## config.mk

```make
export PLATFORM = sky130hd
export DESIGN_NAME = fsm_if_frame
export DESIGN_NICKNAME = d
export VERILOG_FILES = /design/src/rtl/fsm_if_frame.sv
export SDC_FILE = /design/constraint.sdc
export NUM_CORES = 1
export LEC_CHECK = 0
export BUFFER_PORTS_ARGS = -buffer_cell sky130_fd_sc_hd__buf_2
export CORE_UTILIZATION = 55
export CTS_CLUSTER_DIAMETER = 60
export CTS_CLUSTER_SIZE = 25
export DETAILED_ROUTE_END_ITERATION = 12
export HOLD_SLACK_MARGIN = 0.03
export PLACE_DENSITY = 0.78
export SETUP_SLACK_MARGIN = 0.15
export SLEW_MARGIN = 10
export SYNTH_ARGS = -nofsm -noshare
export SYNTH_HDL_FRONTEND = slang
export SYNTH_SLANG_ARGS = --single-unit
```

## constraint.sdc

```tcl
create_clock -name i_clk -period 5.1 [get_ports i_clk]
set_clock_uncertainty 0.15 [all_clocks]
set_input_delay 1.02 -clock i_clk [delete_from_list [all_inputs] [get_ports i_clk]]
set_output_delay 1.02 -clock i_clk [all_outputs]
set_load 0.005 [all_outputs]
```

## src/rtl/fsm_if_frame.sv

```systemverilog
// Test-interface frame sequencer: owns a modulo-PERIOD frame counter and drives tclk, trst, dq_en and sr_en.
// Optional build macro FSM_IF_SINGLE_FRAME_EN adds i_single, which limits a run to exactly one frame.
module fsm_if_frame #(
    parameter int PERIOD    = 40,
    parameter int CW        = 6,
    parameter int TRST_LEN  = 2,
    parameter int TCLK_HALF = 2,
    parameter int FW        = 8
) (
    input  logic          i_clk,
    input  logic          i_rst_n,
`ifdef FSM_IF_SINGLE_FRAME_EN
    input  logic          i_single,
`endif
    input  logic          i_start,
    input  logic          i_stop,
    input  logic [CW-1:0] i_dq_start,
    input  logic [CW-1:0] i_dq_stop,
    input  logic [CW-1:0] i_sr_start,
    input  logic [CW-1:0] i_sr_stop,
    output logic [CW-1:0] o_count,
    output logic          o_tclk,
    output logic          o_trst,
    output logic          o_dq_en,
    output logic          o_sr_en,
    output logic          o_frame_done,
    output logic [FW-1:0] o_frame_cnt,
    output logic          o_busy
);

    localparam int TW = $clog2(TRST_LEN) + 1;
    localparam int HW = $clog2(TCLK_HALF) + 1;
    localparam logic [CW-1:0] LAST      = CW'(PERIOD - 1);
    localparam logic [TW-1:0] TRST_LAST = TW'(TRST_LEN - 1);
    localparam logic [HW-1:0] HALF_LAST = HW'(TCLK_HALF - 1);

    typedef enum logic [1:0] {S_IDLE, S_TRST, S_RUN} state_t;

    state_t        r_state;
    logic [CW-1:0] r_count;
    logic [TW-1:0] r_trst_cnt;
    logic [HW-1:0] r_hcnt;
    logic          r_tclk;
    logic          r_trst;
    logic          r_dq_en;
    logic          r_sr_en;
    logic          r_frame_done;
    logic [FW-1:0] r_frame_cnt;
    logic          r_busy;
    logic          r_stop_pend;
    logic          r_single;
    logic [CW-1:0] r_dq_start;
    logic [CW-1:0] r_dq_stop;
    logic [CW-1:0] r_sr_start;
    logic [CW-1:0] r_sr_stop;

    state_t        w_state_next;
    logic [CW-1:0] w_count_next;
    logic [TW-1:0] w_trst_cnt_next;
    logic [HW-1:0] w_hcnt_next;
    logic          w_tclk_next;
    logic          w_dq_en_next;
    logic          w_sr_en_next;
    logic          w_frame_done_next;
    logic [FW-1:0] w_frame_cnt_next;
    logic          w_stop_pend_next;
    logic          w_single_next;
    logic          w_single_in;
    logic          w_latch;
    logic          w_run_next;
    logic [CW-1:0] w_dq_lo;
    logic [CW-1:0] w_dq_hi;
    logic [CW-1:0] w_sr_lo;
    logic [CW-1:0] w_sr_hi;

`ifdef FSM_IF_SINGLE_FRAME_EN
    assign w_single_in = i_single;
`else
    assign w_single_in = 1'b0;
`endif

    always_comb begin
        w_state_next     = r_state;
        w_count_next     = '0;
        w_trst_cnt_next  = r_trst_cnt;
        w_stop_pend_next = r_stop_pend;
        w_frame_cnt_next = r_frame_cnt;
        w_single_next    = r_single;
        w_latch          = 1'b0;
        case (r_state)
            S_IDLE: begin
                // A stop arriving with start is deliberately dropped here.
                if (i_start) begin
                    w_state_next     = S_TRST;
                    w_trst_cnt_next  = '0;
                    w_stop_pend_next = 1'b0;
                    w_frame_cnt_next = '0;
                    w_single_next    = w_single_in;
                end
            end
            S_TRST: begin
                if (i_stop) w_stop_pend_next = 1'b1;
                if (r_trst_cnt == TRST_LAST) begin
                    w_state_next = S_RUN;
                    w_latch      = 1'b1;
                end else begin
                    w_trst_cnt_next = r_trst_cnt + 1'b1;
                end
            end
            S_RUN: begin
                if (i_stop) w_stop_pend_next = 1'b1;
                if (r_count == LAST) begin
                    w_frame_cnt_next = r_frame_cnt + 1'b1;
                    if (r_stop_pend || i_stop || r_single) begin
                        w_state_next     = S_IDLE;
                        w_stop_pend_next = 1'b0;
                    end else begin
                        w_latch = 1'b1;
                    end
                end else begin
                    w_count_next = r_count + 1'b1;
                end
            end
            default: w_state_next = S_IDLE;
        endcase

        w_run_next = (w_state_next == S_RUN);

        // At a latch point the new frame's first cycle must already see the fresh window inputs.
        w_dq_lo = w_latch ? i_dq_start : r_dq_start;
        w_dq_hi = w_latch ? i_dq_stop  : r_dq_stop;
        w_sr_lo = w_latch ? i_sr_start : r_sr_start;
        w_sr_hi = w_latch ? i_sr_stop  : r_sr_stop;

        w_dq_en_next      = w_run_next && (w_count_next >= w_dq_lo) && (w_count_next < w_dq_hi);
        w_sr_en_next      = w_run_next && (w_count_next >= w_sr_lo) && (w_count_next < w_sr_hi);
        w_frame_done_next = w_run_next && (w_count_next == LAST);

        w_tclk_next = r_tclk;
        w_hcnt_next = r_hcnt + 1'b1;
        if (!w_run_next || w_count_next == '0) begin
            w_tclk_next = 1'b0;
            w_hcnt_next = '0;
        end else if (r_hcnt == HALF_LAST) begin
            w_tclk_next = ~r_tclk;
            w_hcnt_next = '0;
        end
    end

    always_ff @(posedge i_clk or negedge i_rst_n) begin
        if (!i_rst_n) begin
            r_state      <= S_IDLE;
            r_count      <= '0;
            r_trst_cnt   <= '0;
            r_hcnt       <= '0;
            r_tclk       <= 1'b0;
            r_trst       <= 1'b0;
            r_dq_en      <= 1'b0;
            r_sr_en      <= 1'b0;
            r_frame_done <= 1'b0;
            r_frame_cnt  <= '0;
            r_busy       <= 1'b0;
            r_stop_pend  <= 1'b0;
            r_single     <= 1'b0;
            r_dq_start   <= '0;
            r_dq_stop    <= '0;
            r_sr_start   <= '0;
            r_sr_stop    <= '0;
        end else begin
            r_state      <= w_state_next;
            r_count      <= w_count_next;
            r_trst_cnt   <= w_trst_cnt_next;
            r_hcnt       <= w_hcnt_next;
            r_tclk       <= w_tclk_next;
            r_trst       <= (w_state_next == S_TRST);
            r_dq_en      <= w_dq_en_next;
            r_sr_en      <= w_sr_en_next;
            r_frame_done <= w_frame_done_next;
            r_frame_cnt  <= w_frame_cnt_next;
            r_busy       <= (w_state_next != S_IDLE);
            r_stop_pend  <= w_stop_pend_next;
            r_single     <= w_single_next;
            r_dq_start   <= w_dq_lo;
            r_dq_stop    <= w_dq_hi;
            r_sr_start   <= w_sr_lo;
            r_sr_stop    <= w_sr_hi;
        end
    end

    assign o_count      = r_count;
    assign o_tclk       = r_tclk;
    assign o_trst       = r_trst;
    assign o_dq_en      = r_dq_en;
    assign o_sr_en      = r_sr_en;
    assign o_frame_done = r_frame_done;
    assign o_frame_cnt  = r_frame_cnt;
    assign o_busy       = r_busy;

endmodule
```

==> impl_metrics.json <==
{
  "drt_pass1_iterations": 4,
  "dp.cells": 381,
  "cts_tree": "built",
  "cts_max_level": 2,
  "cts.clk_slew.worst_paths_ns": 0.10,
  "power_density_nw_per_um2": 424,
  "worst_r2r_path_depth": 12,
  "avgRoutedWirePerCell_um": 14.3,
  "critPathKind": "reg2reg",
  "core_area_um2": 4850,
  "reg2reg_slack_ns": 1.13,
  "ant_nets": 0,
  "multi_input_area_um2": 1450,
  "n_fill_cell": 382,
  "ys_seq_area_frac": 0.448,
  "grt.overflow.total": 0,
  "grt_pass1_vias": 2085,
  "avgSynthCellArea_um2": 10.5,
  "nets": 379,
  "cts_sinks": 51,
  "synth_area_um2": 2850,
  "rsz0062_at_grt": "no",
  "cts_buffers": 5,
  "diodes": 0,
  "antenna_found_initial": 0,
  "fmax_ghz": 0.252,
  "cp_data_arrival_time_ns": 4.02,
  "layout.cells.non_filler": 389,
  "cts_hold_buf": 0,
  "drc": 0,
  "end_kind": "register",
  "slew_violations": 0,
  "period_minus_slack_ns": 3.97,
  "final-hold-violation-count": 0,
  "ir_drop_mv": 0.258,
  "hold_path_depth": 1,
  "status": "finished clean",
  "ios": 48,
  "power_leakage_uw": 0.00189,
  "finalPower_uw": 1380,
  "gp_congestion": 0.810,
  "grt_max_degree": 52,
  "finalCritPeriodShare": 0.778,
  "grt_pass1_wl_um": 9320,
  "tightestPinTransition_ns": 1.08,
  "viasPerCell": 5.42,
  "num_rows": 25,
  "worst_ep_required_time_ns": 5.15,
  "syn_inst": 271,
  "r2r_start": "r_state[0]",
  "start_util": 0.588,
  "dp_hpwl_um": 4200,
  "critPathLaunchType": "register",
  "port_buffers": 47,
  "fp.dieH_um": 74.0,
  "cts_setup_buffers": 0,
  "cts_max_path_buffers": 2,
  "cts.repair.resized": 0,
  "whs_endpoint": "r_hcnt[0]",
  "fp.dieW_um": 74.0,
  "track_usage": 0.226,
  "ctsRootBufferMaster": "clkbuf_8",
  "fin_setup_tns_ns": 0,
  "vias": 2108,
  "synth-seq-cells": 51,
  "drive_gt1_frac": 0.214,
  "drtIter0Drc": 77,
  "ys_types": 43,
  "cp_max_fo": 22,
  "slew_headroom": 0.275,
  "hp-class": "reg2reg",
  "yosys_warnings": 0,
  "syn2layout_area_growth_pct": 13.9,
  "synth_fp_nets": 329,
  "dieArea_um2": 5480,
  "drt-total-wl_um": 5570,
  "clk_latency_ns": 0.30,
  "drv_cap": 0,
  "min_from": "r_hcnt[0]",
  "setup_viol": 0,
  "seq_area_um2": 1280,
  "reg2reg_to": "o_dq_en"
}
metrics by stage:
step                       util  instance area [µm²]  hold slack, ns  setup slack, ns
final                     0.670                 3250           0.310             1.13
after global routing      0.670                 3250           0.342            0.764
after CTS                 0.669                 3240           0.312             1.07
after detailed placement  0.651                 3160           0.298            0.932
after global placement    0.651                 3160           0.281            0.990
after floorplan               -                 2850           0.269             1.77
sequential cells by signal, summed over array words and instances (netlist names), 2 cells and up:
signal / count
o_count: 6
o_frame_cnt: 8
r_dq_start: 6
r_dq_stop: 6
r_hcnt: 2
r_sr_start: 6
r_sr_stop: 6
r_state: 2
r_trst_cnt: 2
placed cells by master (no fill, tap or decap), types with 3 or more instances in the layout:
master	instances
xnor2_1	4
dfrtp_1	51
nand2b_1	4
a21o_1	3
mux2_2	4
a21oi_1	11
o21ai_0	8
inv_1	28
ha_1	30
nand2_1	16
nor2b_1	3
nand3_1	11
nor2_1	24
nand4_1	4
buf_2	46
clkbuf_8	5
a22o_1	3
a211oi_1	3
and3_1	3
and2_1	3
mux2i_1	19
xor2_1	8
cell type report:
type,count,share of cell area
Multi-Input combinational cell,187,0.446
Sequential cell,51,0.393
Timing Repair Buffer,48,0.0755
Inverter,28,0.0324
Tap cell,67,0.0258
Clock buffer,5,0.0212
Clock inverter,3,0.00617
worst max path at each step:
stage / start / to / slack, ns / cells after the start
detailed placement: i_stop / o_dq_en / 0.93 / 11
finish: r_state[0] / o_dq_en / 1.13 / 12
global placement: i_stop / o_dq_en / 0.99 / 11
global route: r_state[0] / o_dq_en / 0.76 / 12
CTS: r_state[0] / o_dq_en / 1.07 / 12
floorplan: i_stop / o_sr_en / 1.77 / 11
logic make-up after synthesis:
family                     count (synthesis)  synth area share
AOI/OAI and AO/OA                         44             0.119
xor gates and xnor gates                  12            0.0369
adders and majority gates                 30             0.132
buffers and inverters                     33            0.0448
DFF                                       51             0.448
muxes                                     23            0.0825
and+or+nand+nor                           78             0.138
synth_stat cells:
cell,n,area share
a2111oi_2,2,0.011
and2_1,3,0.0066
a41o_1,1,0.0035
xor2_1,8,0.025
ha_1,30,0.13
a21o_1,3,0.0079
nand4b_2,1,0.0053
mux2_2,4,0.016
inv_1,28,0.037
and2b_1,1,0.0026
a311oi_2,1,0.0053
o31ai_4,1,0.0075
o21a_1,1,0.0026
a211oi_1,3,0.0079
a22o_1,3,0.0092
nand3_1,11,0.019
or3b_4,1,0.0039
nor3b_1,1,0.0026
nor2_1,24,0.032
and4_1,1,0.0031
xnor2_1,4,0.012
nor3_1,2,0.0035
nand4_1,4,0.0088
or2_2,2,0.0044
nor4b_1,1,0.0031
a21oi_1,11,0.019
o21ai_2,1,0.0031
mux2i_1,19,0.067
o31a_1,1,0.0031
nand2b_1,4,0.0088
a221o_1,1,0.0035
o31ai_1,1,0.0026
a211o_1,2,0.0061
dfrtp_1,51,0.45
a311o_1,1,0.0035
o21ai_0,8,0.014
o2111ai_1,2,0.0061
nand2_1,16,0.021
buf_2,3,0.0053
nor2b_1,3,0.0066
and3_1,3,0.0066
clkbuf_1,2,0.0026
o311ai_1,1,0.0031
metal layers:
layer,share of wire,global-route usage,wire length [µm],vias to the layer above
met2,0.49,0.385,2730,46
li1,-,-,-,1050
met3,0.038,0.0515,210,7
met4,0.011,0.0705,60,0
met5,0,0,0,-
met1,0.46,0.288,2560,1005
worst max-delay path: stages, from the launching register on:
cell,delay [ns]
dfrtp_1,0.44
inv_1,0.11
ha_1,0.40
or3b_4,0.48
o31ai_4,0.22
nand2_1,0.66
mux2_2,0.54
ha_1,0.27
nand2b_1,0.10
a211oi_1,0.06
o21ai_0,0.13
nand2_1,0.08
a2111oi_2,0.21
report_power, final:
group          switching, µW  internal [µW]
registers               48.3            511
logic                    340            250
clock network            133           95.6
total                    521            857
(Power assumes the default switching activity.)
